===== src/rtl/apb_bridge_pkg.sv =====
`default_nettype none
// +----------------------------------------------------------------------------+
// | Package : apb_bridge_pkg                                                   |
// | Shared command/response layouts and FSM states for the AXI2APB bridge.     |
// | Revision: 1.0 - initial release                                            |
// +----------------------------------------------------------------------------+
package apb_bridge_pkg;

    localparam int ADDR_W = 32;
    localparam int DATA_W = 32;
    localparam int STRB_W = DATA_W / 8;

    typedef struct packed {
        logic              write;
        logic [ADDR_W-1:0] addr;
        logic [DATA_W-1:0] wdata;
        logic [STRB_W-1:0] strb;
        logic [2:0]        prot;
    } cmd_t;

    typedef struct packed {
        logic [DATA_W-1:0] rdata;
        logic              slverr;
        logic              timeout;
    } rsp_t;

    typedef enum logic [1:0] {
        IDLE   = 2'd0,
        SETUP  = 2'd1,
        ACCESS = 2'd2
    } state_t;

    localparam int CMD_W = $bits(cmd_t);
    localparam int RSP_W = $bits(rsp_t);

endpackage
`default_nettype wire


===== src/rtl/apb_req_engine.sv =====
`default_nettype none
// +----------------------------------------------------------------------------+
// | Module  : apb_req_engine                                                   |
// | Pops one bridge command, runs one APB4 transfer, pushes one response.      |
// | Revision: 1.0 - initial release                                            |
// +----------------------------------------------------------------------------+
module apb_req_engine
    import apb_bridge_pkg::*;
#(
    parameter int ADDR_WIDTH  = 32,
    parameter int DATA_WIDTH  = 32,
    parameter int TIMEOUT_LG2 = 8
) (
    input  logic                                         clk,
    input  logic                                         rst_n,
    input  logic                                         cmd_empty_i,
    output logic                                         cmd_rden_o,
    input  logic [ADDR_WIDTH+DATA_WIDTH+DATA_WIDTH/8+3:0] cmd_rdata_i,
    input  logic                                         rsp_full_i,
    output logic                                         rsp_wren_o,
    output logic [DATA_WIDTH+1:0]                        rsp_wdata_o,
    output logic                                         psel_o,
    output logic                                         penable_o,
    output logic                                         pwrite_o,
    output logic [ADDR_WIDTH-1:0]                        paddr_o,
    output logic [DATA_WIDTH-1:0]                        pwdata_o,
    output logic [DATA_WIDTH/8-1:0]                      pstrb_o,
    output logic [2:0]                                   pprot_o,
    input  logic [DATA_WIDTH-1:0]                        prdata_i,
    input  logic                                         pready_i,
    input  logic                                         pslverr_i,
    output logic                                         busy_o
);

    localparam int STRB_WL = DATA_WIDTH / 8;
    localparam int CMD_WL  = 1 + ADDR_WIDTH + DATA_WIDTH + STRB_WL + 3;
    localparam int CNT_W   = (TIMEOUT_LG2 > 0) ? TIMEOUT_LG2 : 1;

    state_t                  state_q, state_d;
    logic [CNT_W-1:0]        cnt_q;
    logic                    psel_q, penable_q, pwrite_q;
    logic [ADDR_WIDTH-1:0]   paddr_q;
    logic [DATA_WIDTH-1:0]   pwdata_q;
    logic [STRB_WL-1:0]      pstrb_q;
    logic [2:0]              pprot_q;

    logic                    w_cmd_write;
    logic                    w_timeout;
    logic [DATA_WIDTH-1:0]   w_rdata;

    assign w_cmd_write = cmd_rdata_i[CMD_WL-1];
    assign w_timeout   = (TIMEOUT_LG2 != 0) && (cnt_q == {CNT_W{1'b1}});
    assign w_rdata     = pwrite_q ? {DATA_WIDTH{1'b0}} : prdata_i;

    // Pulses are gated by rst_n so a transfer cut by reset never pops or pushes.
    always_comb begin
        state_d     = state_q;
        cmd_rden_o  = 1'b0;
        rsp_wren_o  = 1'b0;
        rsp_wdata_o = '0;
        case (state_q)
            IDLE: begin
                if (!cmd_empty_i && !rsp_full_i) begin
                    cmd_rden_o = rst_n;
                    state_d    = SETUP;
                end
            end
            SETUP: state_d = ACCESS;
            ACCESS: begin
                if (pready_i) begin
                    rsp_wren_o  = rst_n;
                    rsp_wdata_o = {w_rdata, pslverr_i, 1'b0};
                    state_d     = IDLE;
                end else if (w_timeout) begin
                    rsp_wren_o  = rst_n;
                    rsp_wdata_o = {{DATA_WIDTH{1'b0}}, 2'b11};
                    state_d     = IDLE;
                end
            end
            default: state_d = IDLE;
        endcase
    end

    always_ff @(posedge clk) begin
        if (!rst_n) begin
            state_q   <= IDLE;
            cnt_q     <= '0;
            psel_q    <= 1'b0;
            penable_q <= 1'b0;
            pwrite_q  <= 1'b0;
            paddr_q   <= '0;
            pwdata_q  <= '0;
            pstrb_q   <= '0;
            pprot_q   <= '0;
        end else begin
            state_q <= state_d;
            case (state_q)
                IDLE: begin
                    if (state_d == SETUP) begin
                        psel_q   <= 1'b1;
                        pwrite_q <= w_cmd_write;
                        paddr_q  <= cmd_rdata_i[CMD_WL-2 -: ADDR_WIDTH];
                        pwdata_q <= cmd_rdata_i[3+STRB_WL +: DATA_WIDTH];
                        pstrb_q  <= w_cmd_write ? cmd_rdata_i[3 +: STRB_WL] : '0;
                        pprot_q  <= cmd_rdata_i[2:0];
                    end
                end
                SETUP: begin
                    penable_q <= 1'b1;
                    cnt_q     <= '0;
                end
                ACCESS: begin
                    if (state_d == IDLE) begin
                        psel_q    <= 1'b0;
                        penable_q <= 1'b0;
                    end else if (cnt_q != {CNT_W{1'b1}}) begin
                        cnt_q <= cnt_q + CNT_W'(1);
                    end
                end
                default: begin
                    psel_q    <= 1'b0;
                    penable_q <= 1'b0;
                end
            endcase
        end
    end

    assign psel_o    = psel_q;
    assign penable_o = penable_q;
    assign pwrite_o  = pwrite_q;
    assign paddr_o   = paddr_q;
    assign pwdata_o  = pwdata_q;
    assign pstrb_o   = pstrb_q;
    assign pprot_o   = pprot_q;
    assign busy_o    = (state_q != IDLE);

endmodule
`default_nettype wire


===== config.mk =====
export PLATFORM = sky130hd
export DESIGN_NAME = apb_req_engine
export DESIGN_NICKNAME = d
export VERILOG_FILES = /design/src/rtl/apb_bridge_pkg.sv /design/src/rtl/apb_req_engine.sv
export SDC_FILE = /design/constraint.sdc
export NUM_CORES = 1
export LEC_CHECK = 0
export ABC_AREA = 1
export CAP_MARGIN = 40
export CORE_ASPECT_RATIO = 1.25
export CORE_MARGIN = 3
export CORE_UTILIZATION = 29
export DETAILED_ROUTE_END_ITERATION = 7
export GPL_ROUTABILITY_DRIVEN = 0
export GPL_TIMING_DRIVEN = 0
export HOLD_SLACK_MARGIN = 0.05
export PLACE_DENSITY_LB_ADDON = 0.1
export SETUP_SLACK_MARGIN = 0.02
export SLEW_MARGIN = 15
export SYNTH_ARGS = -nofsm -noshare
export SYNTH_HDL_FRONTEND = slang
export SYNTH_SLANG_ARGS = --single-unit
export TNS_END_PERCENT = 100

===== constraint.sdc =====
create_clock -name clk -period 1.8 [get_ports clk]
set_input_delay 0.54 -clock clk [delete_from_list [all_inputs] [get_ports clk]]
set_output_delay 0.54 -clock clk [all_outputs]
set_load 0.05 [all_outputs]

---- Word-level counts from Yosys, hierarchy flattened ----
Index checks and enable logic that the tools add are counted.
cells by class
  $add $sub $neg .......................... 1
  eq/ne operators ......................... 9
  muxes and demuxes ....................... 21
  bitwise gates (word level) .............. 2
  reduce and logical (&&, ||, !) cells .... 11
operators with widths
  cell                   number
  $mux W34               2
  $mux W32               1
  $mux W8                2
  $pmux W8 S2            1
  $add A8 B1 Y8 const B  1
  $eq A8 B8 Y1 const B   1
  $mux W2                4
  $ne A2 B2 Y1 const B   4
  $ne A8 B8 Y1 const B   1
  $mux W1                7
  $pmux W1 S3            2
  $pmux W2 S3            1
  $reduce_and A3 Y1      2
  $eq A2 B1 Y1 const B   2
  $logic_not A2 Y1       2
  $mux W4                1
  $reduce_and A2 Y1      2
  $reduce_bool A2 Y1     2
  $eq A2 B2 Y1 const B   1
  $logic_not A1 Y1       2
  $not A1 Y1             2
  $logic_and A1 B1 Y1    1
word-level totals
  register bits ........................... 84
  input bits .............................. 110
  output and inout bits ................... 111
  word-level logic and storage cells ...... 53

---- Logic depth before layout (Yosys ltp) ----
Gate-level depths: netlist of the first run.
  depth in word-level cells ............... 7
  depth in mapped cells ................... 9
  mapped depth without buffers ............ 9

---- Worst setup path after synthesis of the first run ----
No wires, ideal clock.
  path type ............................... reg-to-output
  from .................................... register cnt_q[0]
  to ...................................... output rsp_wdata_o[0]
  arrival time ............................ 1.877 ns
  required time ........................... 1.260 ns
  path slack .............................. -0.617 ns
  cell stages (with the launch flop) ...... 6
  buffers on the path ..................... 0
  cells stage by stage .................... dfxtp_1 > ha_1 > nand2_1 > nor2_2 > nand2_1 > nor3_1
between the ends
  longest elaborated chain between the ends .. 4
ends and longest elaborated chain
  what                      RTL line               source
  start: declaration        apb_req_engine.sv:40   logic [CNT_W-1:0] cnt_q;
  start signal: assignment  apb_req_engine.sv:117  cnt_q <= cnt_q + CNT_W'(1);
  $eq A8 B8 Y1              apb_req_engine.sv:52   assign w_timeout = (TIMEOUT_LG2 != 0) && (cnt_q == {CNT_W{1'b1}});
  $mux W2                   apb_req_engine.sv:74   end else if (w_timeout) begin
  $mux W34                  apb_req_engine.sv:70   if (pready_i) begin
  $mux W34                  apb_req_engine.sv:61   case (state_q)
  end: declaration          apb_req_engine.sv:21   output logic [DATA_WIDTH+1:0] rsp_wdata_o,
No other way between the ends.

---- Worst setup path after layout of the first run ----
  from .................................... register cnt_q[1]
  to ...................................... output rsp_wdata_o[0]
The elaborated chain is that of the path after synthesis.

==> results.md, run 1 <==
* Largest delay share family, worst path: simple AND/OR/NAND/NOR gates
* Internal power at between 3 and 4 mW
* Drt first pass iters at 4
* Setup ws final at -0.2339 ns
* Clk sinks at between 80 and 90
* Initial Utilization at 30.20%
* Rows at 43
* Global-route wire length before repair at roughly 19 mm
* Final core occ at 62.56%
* Largest net degree at the start of global routing at 13
* Register area share after synthesis at between 40 and 50%
* Die footprint at roughly 0.013 sq mm
* GRT Overall Usage at 18.58%
* Die height at approximately 130 um
* Share of cells above drive strength 1 at roughly a quarter
* Worst hold start: pstrb_o[0]
* Port bufs at 220
* Vias/cell at 4.655
* Final setup vio count at 36
* Clk root buf: clkbuf_16
* Area Overhead vs Synth at 107.2%
* Crit path capture type: output port
* Sw frac at 29.60%
* Mapped cell area at roughly 0.0034 sq mm
* H-Tree Depth at 3
* Reg2reg start: state_q[1]
* Arr. time, crit path at between 1 and 1.5 ns
* Max-slew violations at 0
* Status: finished with violations
* Tmin final at between 2 and 2.5 ns
* Peak VDD IR at between 0.5 and 0.6 mV
* Clock transition at the registers of the reported paths at roughly 0.060 ns
* Max-cap check violation count at 0
* Diode count at 0
* CTS tree: yes
* Post-layout net count at about 850
* Core area at approximately 0.011 sq mm
* Clock power share at a little over a third
* Critical Path, Cell by Cell: ha_4, nand2_4, nor2_4, nand2_4, nor3_4, buf_6
* Boundary pin count at 221
* Max_slew headroom at 63.44%
* Main synth FF type: dfxtp_1
* Period utilization at 113.0%
* Die Wd at between 100 and 150 um
* Critical Path Start Type: flop
* Flop pwr share at between 30% and 40%
* Power per cell area at between 700 and 800 mW/mm^2
* Final Hold Fails at 0
* Critical Path Most Common Cell: nand2_4
* Number of synthesized flops with an enable pin at 0
* Worst-case clock skew at 0.005358 ns
* Drt wl/cell at ~15 um
* CTS max path bufs at 2
* Leak at a little over 3 nW
* Final wirelength at 13.35 mm
* CTS Buf Count at 9
* FF+latch count, synth at between 80 and 90
* DRT antenna net count at 0
* Async S/R FF share, synth at 0%
* Vias in the first global route at ~4,000
* Placement Cell Area at roughly 0.0062 sq mm
* NetSw at 1.552 mW
* Logic pwr share at 25.9%
* Critical Path Source: cnt_q[1]
* Critical path's slowest cell: dfxtp_4
* Post-Synthesis Cells at roughly 480
* Slowest stage delay, CP at around 0.36 ns
* Min-Delay Path Class: reg2reg
* Clk_lat worst skew at ~0.33 ns
* Cell area after layout at 0.007068 sq mm
* Syn nets at between 500 and 600
* Filler cells at just under 1,000
* Vias at slightly above 4,000
* Distinct cells, synth at 26
* Setup Crit Path Kind: reg2out
* RSZ-0062 raised after global routing: yes
* Avg Inst Size Synth at 7.168 sq um
* GR Overflow Total at 0
* First DRT Iteration DRCs at 160
* Worst-path fanout max at 3
* Achievable frequency at slightly below 0.5 GHz
* Required @ worst endpoint at 1.26 ns
* Failing checks: setup timing
* CP bufs+invs at 1
* DRC viols at 0
* Hold_buf cts at 0
* Initial antenna violation count at 0
* Hpwl dp at between 9 and 10 mm
* Yosys warnings at 0
* Slew @ Worst Pin at between 0.5 and 0.6 ns
## sequential cells by signal (all words and copies together) (netlist names)
register   flops
pwdata_o      32
psel_o         1
pprot_o        3
paddr_o       32
pstrb_o        4
pwrite_o       1
penable_o      1
cnt_q          8
state_q        2
## placed cells by master (no fill, tap or decap), drive strengths merged, types with 2 or more instances in the layout
cell           instances
nor2                 187
clkdlybuf4s50        103
dfxtp                 84
buf                   78
o21ai                 69
nand2                 60
dlygate4sd2           51
clkbuf                35
clkdlybuf4s15         23
a21oi                 13
nand3                 11
inv                   10
or2                    3
nor3                   2
xor2                   2
## cell type report
type / instances / area [sq um] / share of cell area, %
Buffer: 28 / 266.5 / 3.771
Timing Repair inverter: 1 / 8.758 / 0.1239
Clock inverter: 1 / 30.03 / 0.4249
Clock buffer: 14 / 274.0 / 3.877
Sequential cell: 84 / 1694 / 23.97
Multi-Input combinational cell: 352 / 1959 / 27.72
Tap cell: 135 / 168.9 / 2.390
Inverter: 10 / 60.06 / 0.8497
Timing Repair Buffer: 248 / 2606 / 36.87
## per-layer routing
| metal | GRT usage (%) | vias up | wire length (um) |
|---|---|---|---|
| met2 | 33.06 | 166 | 6973 |
| met4 | 7.241 | 0 | 216 |
| met1 | 20.31 | 1856 | 4957 |
| met3 | 5.516 | 16 | 1206 |
| met5 | 0 | - | 0 |
| li1 | - | 2026 | - |
## power groups by stage
stage	sequential (mW)	clock [mW]	combinational, mW
2_1_floorplan	2.46	0	0.357
6_report	2.03	1.86	1.36
5_1_grt	2.04	1.99	1.43
3_5_place_dp	2.07	0	1.32
4_1_cts	2.03	1.92	1.31
3_3_place_gp	2.07	0	1.31
## repair_timing
item	in CTS	in global routing
resized for setup	401	88
pin swaps	14	25
cloned	3	4
buffers inserted	11	11
hold endpoints to repair	0	0
setup endpoints to repair	116	59
## through the flow
| step | power [mW] | cells | TNS, ns | hold WS (ns) | setup WS, ns |
|---|---|---|---|---|---|
| after global routing | 5.458 | 873 | -7.529 | 0.5115 | -0.3195 |
| after floorplan | 2.818 | 476 | -4.491 | 0.4414 | -0.1646 |
| after global placement | 3.382 | 831 | -71.83 | 0.4515 | -1.499 |
| after CTS | 5.256 | 859 | -6.914 | 0.4709 | -0.2653 |
| after detailed placement | 3.394 | 831 | -72.86 | 0.4612 | -1.488 |
| final | 5.243 | 873 | -6.277 | 0.4696 | -0.2339 |
## logic make-up (layout without fill, tap and decap cells)
family	count (synthesis)	count (layout)	share of synthesized area, %
adders and majority gates	1	1	0.3666
DFF	84	84	49.28
AOI/OAI and AO/OA	85	85	12.91
and+or+nand+nor	264	264	30.73
xor gates and xnor gates	2	2	0.5135
buffers and inverters	40	302	6.197
## cell usage after synthesis (2+ instances only)
master	number	area share, %
a21oi_1	12	1.8
buf_2	7	1.0
buf_6	7	2.3
clkbuf_1	15	1.7
dfxtp_1	84	49
inv_1	8	0.88
nand2_1	59	6.5
nand3_1	11	1.6
nor2_1	184	20
nor2_2	2	0.37
nor3_1	2	0.29
o21ai_0	69	10
or2_2	2	0.37
xor2_1	2	0.51
## path summary, 6_finish.rpt
path,slack (ns),to,depth (start not counted)
setup / recovery,-0.23,rsp_wdata_o[0],6
hold / removal,0.47,pstrb_o[0],2
setup reg to reg,0.19,cnt_q[7],9
hold reg to reg,0.47,pstrb_o[0],2
## tightest hold or removal path, stage by stage, from the launching register on
cell and delay, ns:
dfxtp_1 0.31, nand2_1 0.06, a21oi_1 0.05
Note: power is estimated with default switching activity, not from simulation.
==> run 2: changes to the inputs <==
--- a/config.mk
+++ b/config.mk
@@ -11,6 +11,7 @@
 export CORE_MARGIN = 3
 export CORE_UTILIZATION = 29
 export DETAILED_ROUTE_END_ITERATION = 7
+export DONT_BUFFER_PORTS = 1
 export GPL_ROUTABILITY_DRIVEN = 0
 export GPL_TIMING_DRIVEN = 0
 export HOLD_SLACK_MARGIN = 0.05
==> run 2 against run 1 <==
  * The flow still finishes with violations (setup timing)
  * Critical endpoint is now rsp_wren_o
  * Maximum frequency fell by 5.3%
  * Critical path type unchanged
  * Sequential power grew 21%
  * Flip-flop and latch count unchanged
  * Sequential share of layout area rose by 14 points
  * Combinational power shrank 66%
  * Hold slack got worse by 0.13 ns
  * Register-to-register slack hardly changed
  * Highest routed layer unchanged
==> results.md, run 2 (synthesized netlist as in run 1, its figures left out) <==
* Most common cell after layout, fill and taps aside: nor2_1
* Final Hold Fails at 0 (unchanged)
* CTS max path bufs at 2 (unchanged)
* Max_slew headroom at 60.72% (-2.7 points)
* Largest net degree at the start of global routing at 14 (+1)
* Vias/cell at 4.956 (+6.5%)
* Initial antenna violation count at 0 (unchanged)
* Placement Cell Area at 0.003965 sq mm (-36%)
* Cell area after layout at 0.004454 sq mm (-37%)
* Fin cells at 637 (-27%)
* Status: finished with violations
* Final setup vio count at 36 (unchanged)
* Logic pwr share at 9.7% (-16 points)
* Setup ws final at -0.3484 ns (-0.1145 ns)
* Leak at 1.728 nW (-44%)
* CTS tree: yes
* Die footprint at 0.01311 sq mm (unchanged)
* Max-cap check violation count at 0 (unchanged)
* CTS Buf Count at 9 (unchanged)
* Clk sinks at 84 (unchanged)
* DRC viols at 0 (unchanged)
* Post-layout net count at 609 (-28%)
* Power per cell area at 1058 mW/mm^2 (+43%)
* Period utilization at 119.4% (+6.4 points)
* Failing checks: setup timing
* Rows at 43 (unchanged)
* Port bufs at 0 (-100%)
* Slowest stage delay, CP at 0.49 ns (+0.13 ns)
* Clock power share at 38.3% (+2.8 points)
* Area Overhead vs Synth at 30.55%
* Flop pwr share at 52.0% (+13 points)
* RSZ-0062 raised after global routing: yes
* Filler cells at 1,203 (+24%)
* Clk_lat worst skew at 0.33 ns (about the same)
* Initial Utilization at 30.20% (unchanged)
* Core area at 0.01130 sq mm (unchanged)
* Setup Crit Path Kind: reg2out
* Final Power at 4.712 mW (-10%)
* Final wirelength at 10.69 mm (-20%)
* Sw frac at 31.20% (+1.6 points)
* Clk root buf: clkbuf_16
* Achievable frequency at 0.4655 GHz (-5.3%)
* Placed cell count at 612 (-26%)
* Critical Path Start Type: flop
* Slew @ Worst Pin at 0.5884 ns (+0.03794 ns)
* Min-Delay Path Class: in2reg
* Die Wd at 103.0 um (unchanged)
* Clock transition at the registers of the reported paths at 0.06 ns (about the same)
* Final hold slack at 0.3435 ns (-0.1261 ns)
* NetSw at 1.470 mW (-5.3%)
* GRT Overall Usage at 16.02% (-2.6 points)
* Arr. time, crit path at 1.61 ns (+0.12 ns)
* Worst slack, placed at -0.4161 ns (+1.072 ns)
* Critical path's slowest cell: nor3_4
* Diode count at 0 (unchanged)
* Die height at 127.3 um (unchanged)
* Required @ worst endpoint at 1.26 ns (about the same)
* Worst-path fanout max at 3 (unchanged)
* Vias in the first global route at 3,260 (-17%)
* Hold_buf cts at 0 (unchanged)
* H-Tree Depth at 3 (unchanged)
* Global-route wire length before repair at 16.27 mm (-15%)
* Tmin final at 2.148 ns (+0.1145 ns)
* Vias at 3,157 (-22%)
* Internal power at 3.242 mW (-12%)
* Share of cells above drive strength 1 at 20.52% (-5.4 points)
* Peak VDD IR at 0.5195 mV (-11%)
* Critical Path, Cell by Cell: ha_4, nand2_4, nor2_4, a21oi_4, nor3_4
* Worst-case clock skew at 0.005844 ns (+0.0004862 ns)
* Crit path capture type: output port
* Most frequent cells in the layout: nor2_1, dfxtp_1, o21ai_0
* First DRT Iteration DRCs at 152 (-5.0%)
* GR Overflow Total at 0 (unchanged)
* Max-slew violations at 0 (unchanged)
* DRT antenna net count at 0 (unchanged)
* Drt first pass iters at 4 (unchanged)
* Boundary pin count at 221 (unchanged)
* Hpwl dp at 8.085 mm (-15%)
* Drt wl/cell at 16.79 um (+9.7%)
## run 2: cell types whose count changed in the layout (fill, tap and decap cells not counted), sizes merged
cell           before  now
buf                78   28
clkbuf             35   24
clkdlybuf4s15      23    0
clkdlybuf4s50     103    0
clkinv              1    2
clkinvlp            0    2
dlygate4sd2        51    0
inv                10    9
## run 2: cell type report
class                      instances  area, sq um  share of cell area [%]
clock buffer                      11        242.7                   5.449
inverter                          10        52.55                   1.180
timing repair buffer              13        151.4                   3.399
tap                              135        168.9                   3.792
sequential                        84         1695                   38.06
multi-input combinational        352         1848                   41.49
clock inverter                     4        50.05                   1.124
buffer                            28        245.2                   5.506
## run 2: critical path, delay by kind of cell (launching register included)
| kind | cells | cell delay [ns] |
|---|---|---|
| AO/OA/AOI/OAI | 1 | 0.09 |
| adder cells (fa/ha/maj) | 1 | 0.15 |
| flip-flops | 1 | 0.36 |
| AND/OR/NAND/NOR | 3 | 0.69 |
## run 2: worst paths after layout
path,startpoint,slack (ns),endpoint,cells after the start
setup / recovery,cnt_q[0],-0.35,rsp_wren_o,5
hold / removal,cmd_rdata_i[23],0.34,pwdata_o[16],2
setup reg to reg,state_q[1],0.18,pwdata_o[1],8
hold reg to reg,cnt_q[6],0.48,cnt_q[6],2
## run 2: power groups by stage
stage,sequential (mW),combinational [mW],clock (mW)
after global routing,2.46,0.520,1.93
after floorplan,2.46,0.357,0
after CTS,2.45,0.464,1.88
final,2.45,0.458,1.80
after global placement,2.50,0.419,0
after detailed placement,2.50,0.428,0
## run 2: repair_timing
action                                  in CTS  in global routing
gates resized for setup                     26                 11
endpoints found under the setup margin      36                 36
setup buffers                                7                  2
cloned                                       3                  0
pin swaps                                   35                 29
## run 2: layer usage
metal | share of wire [%] | GRT usage (%)
met5 | 0 | 0
met4 | 1.8 | 6.021
met3 | 12 | 6.608
met2 | 51 | 28.56
met1 | 36 | 16.41
## run 2: through the flow
stage | setup TNS (ns) | utilization (%)
2_1_floorplan | -4.491 | -
3_3_place_gp | -11.61 | 35.03
3_5_place_dp | -12.15 | 35.09
4_1_cts | -12.26 | 39.22
5_1_grt | -12.04 | 39.42
6_report | -10.44 | 39.42
==> run 3: changes to the inputs <==
--- a/config.mk
+++ b/config.mk
@@ -7,10 +7,9 @@
 export LEC_CHECK = 0
 export ABC_AREA = 1
 export CAP_MARGIN = 40
-export CORE_ASPECT_RATIO = 1.25
-export CORE_MARGIN = 3
-export CORE_UTILIZATION = 29
+export CORE_AREA = 2 2 86 88
 export DETAILED_ROUTE_END_ITERATION = 7
+export DIE_AREA = 0 0 88 90
 export DONT_BUFFER_PORTS = 1
 export GPL_ROUTABILITY_DRIVEN = 0
 export GPL_TIMING_DRIVEN = 0
==> run 3 against run 2 <==
  * The run still ends with setup timing left
  * Non-clock buffer count grew 4
  * Highest routed layer unchanged
  * Global-route usage grew 8.0 points
  * Final cell count shrank 4.9%
  * Power shrank 5.7%
  * Hold slack lost 0.034 ns
  * Sequential share of layout area grew 0.63 points
  * Flip-flop and latch count is the same
  * Setup slack lost 0.051 ns
  * Cell area shrank 1.5%
  * Count of clock-buffer cells in the layout shrank 1
  * First-iteration DRC count shrank 21%
  * Die area shrank 40%
==> results.md, run 3 (synthesized netlist as in run 1, its figures left out) <==
* Slew @ Worst Pin at 0.5485 ns (-0.03995 ns)
* Filler cells at 616 (-49%)
* H-Tree Depth at 3 (unchanged)
* Clk_lat worst skew at 0.36 ns (+0.03 ns)
* Port bufs at 0 (unchanged)
* Tmin final at 2.199 ns (+0.05082 ns)
* Worst Hold End: paddr_o[20]
* GRT Overall Usage at 24.04% (+8.0 points)
* Final Power at 4.443 mW (-5.7%)
* FF/Latch Area at 0.001698 sq mm (+0.15%)
* Max-cap check violation count at 0 (unchanged)
* Critical Path Start Type: flop
* CTS Buf Count at 9 (unchanged)
* Achievable frequency at 0.4547 GHz (-2.3%)
* Largest net degree at the start of global routing at 16 (+2)
* Peak VDD IR at 0.6309 mV (+21%)
* First DRT Iteration DRCs at 120 (-21%)
* Worst-path fanout max at 3 (unchanged)
* Vias in the first global route at 3,054 (-6.3%)
* Worst R2R Path Depth at 8 (unchanged)
* Status: finished with violations
* Setup Crit Path Kind: reg2out
* Vias/cell at 5.167 (+4.2%)
* Multi-input logic area at 0.001858 sq mm (+0.54%)
* Die Wd at 88 um (-15%)
* Die height at 90 um (-29%)
* Arr. time, crit path at 1.66 ns (+0.05 ns)
* Clk root buf: clkbuf_8
* Most frequent cells in the layout: nor2_1, dfxtp_1, o21ai_0
* Post-layout net count at 613 (+0.66%)
* Drt first pass iters at 4 (unchanged)
* Max_slew headroom at 63.31% (+2.6 points)
* R2r endpoint: paddr_o[29]
* Vias at 3,131 (-0.82%)
* Hold Path Cell Cnt at 2 (unchanged)
* CTS tree: yes
* Global-route wire length before repair at 14.81 mm (-9.0%)
* Share of cells above drive strength 1 at 21.89% (+1.4 points)
* Final Hold Fails at 0 (unchanged)
* Period utilization at 122.2% (+2.8 points)
* Boundary pin count at 221 (unchanged)
* Hpwl dp at 6.865 mm (-15%)
* Setup ws final at -0.3992 ns (-0.05082 ns)
* R2R setup slack at 0.20 ns (+0.02 ns)
* Crit path capture type: output port
* Final core occ at 62.50% (+23 points)
* Initial Utilization at 48.60% (+18 points)
* GR Overflow Total at 0 (unchanged)
* RSZ-0062 raised after global routing: yes
* Area Overhead vs Synth at 28.60%
* Required @ worst endpoint at 1.26 ns (about the same)
* Die footprint at 0.007920 sq mm (-40%)
* Diode count at 0 (unchanged)
* Initial antenna violation count at 0 (unchanged)
* Core area at 0.007020 sq mm (-38%)
* Most common cell after layout, fill and taps aside: nor2_1
* Power per cell area at 1013 mW/mm^2 (-4.3%)
* Drt wl/cell at 15.78 um (-6.0%)
* DRC viols at 0 (unchanged)
* Leak at 1.743 nW (+0.89%)
* Max-slew violations at 0 (unchanged)
* Critical Path Source: cnt_q[0]
* Reg2reg start: state_q[1]
* Worst-case clock skew at 0.01236 ns (+0.006518 ns)
* DRT antenna net count at 0 (unchanged)
* Worst hold start: cmd_rdata_i[59]
* Rows at 31 (-28%)
* Clock transition at the registers of the reported paths at 0.09 ns (+0.03 ns)
* Failing checks: setup timing
* Final setup vio count at 36 (unchanged)
* Final wirelength at 9.562 mm (-11%)
* Min-Delay Path Class: in2reg
* CTS max path bufs at 2 (unchanged)
* Clk sinks at 84 (unchanged)
## run 3: changes by cell type in the layout (fill, tap and decap cells not counted), sizes merged
| cell | before | now |
|---|---|---|
| clkinv | 2 | 3 |
| buf | 28 | 32 |
| inv | 9 | 11 |
| bufinv | 1 | 2 |
| clkbuf | 24 | 23 |
| clkinvlp | 2 | 0 |
## run 3: layer usage
layer | part of all wire [%] | GRT usage (%) | vias to the layer above
li1 | - | - | 1556
met2 | 51 | 40.91 | 146
met3 | 7.4 | 6.703 | 19
met4 | 2.3 | 11.28 | 0
met1 | 39 | 27.25 | 1410
met5 | 0 | 0 | -
## run 3: layout make-up
cell class | count | area share, %
Multi-Input combinational cell | 352 | 42.34
Sequential cell | 84 | 38.69
Buffer | 28 | 5.589
Timing Repair Buffer | 17 | 4.049
Clock buffer | 10 | 3.137
Tap cell | 99 | 2.823
Clock inverter | 6 | 2.167
Inverter | 10 | 1.198
## run 3: power breakdown
group          total (mW)  switching, mW  internal (mW)
sequential           2.44          0.472           1.97
combinational       0.461          0.291          0.170
clock                1.54          0.706          0.834
total                4.44           1.47           2.97
## run 3: what timing repair did
item | in CTS | in global routing
endpoints found under the setup margin | 36 | 36
cloned | 3 | 0
gates resized for setup | 25 | 15
hold buffers | 0 | 0
setup buffers | 7 | 7
pin swaps | 32 | 34
## run 3: how the worst max path moves through the flow
| stage | to | depth (start not counted) | slack (ns) |
|---|---|---|---|
| global route | rsp_wren_o | 5 | -0.48 |
| finish | rsp_wren_o | 5 | -0.40 |
| CTS | rsp_wdata_o[0] | 5 | -0.42 |
| global placement | rsp_wdata_o[8] | 5 | -0.30 |
| floorplan | rsp_wdata_o[0] | 5 | -0.16 |
| detailed placement | rsp_wdata_o[20] | 5 | -0.32 |
## run 3: worst max-delay path, cell delays in order, from the launching register on
cell	delay, ns
dfxtp_4	0.36
ha_4	0.14
nand2_4	0.06
nor2_4	0.16
a21oi_4	0.08
nor3_4	0.50
## run 3: stage by stage
step | hold WS, ns | instances | area [sq um] | setup TNS (ns) | setup WS [ns]
floorplan | 0.4414 | 476 | 3789 | -4.491 | -0.1646
global placement | 0.4591 | 575 | 3913 | -8.662 | -0.3049
detailed placement | 0.4703 | 575 | 3913 | -9.438 | -0.3208
CTS | 0.2948 | 600 | 4315 | -13.18 | -0.4153
global route | 0.2909 | 606 | 4388 | -13.47 | -0.4763
finish | 0.3092 | 606 | 4388 | -11.64 | -0.3992
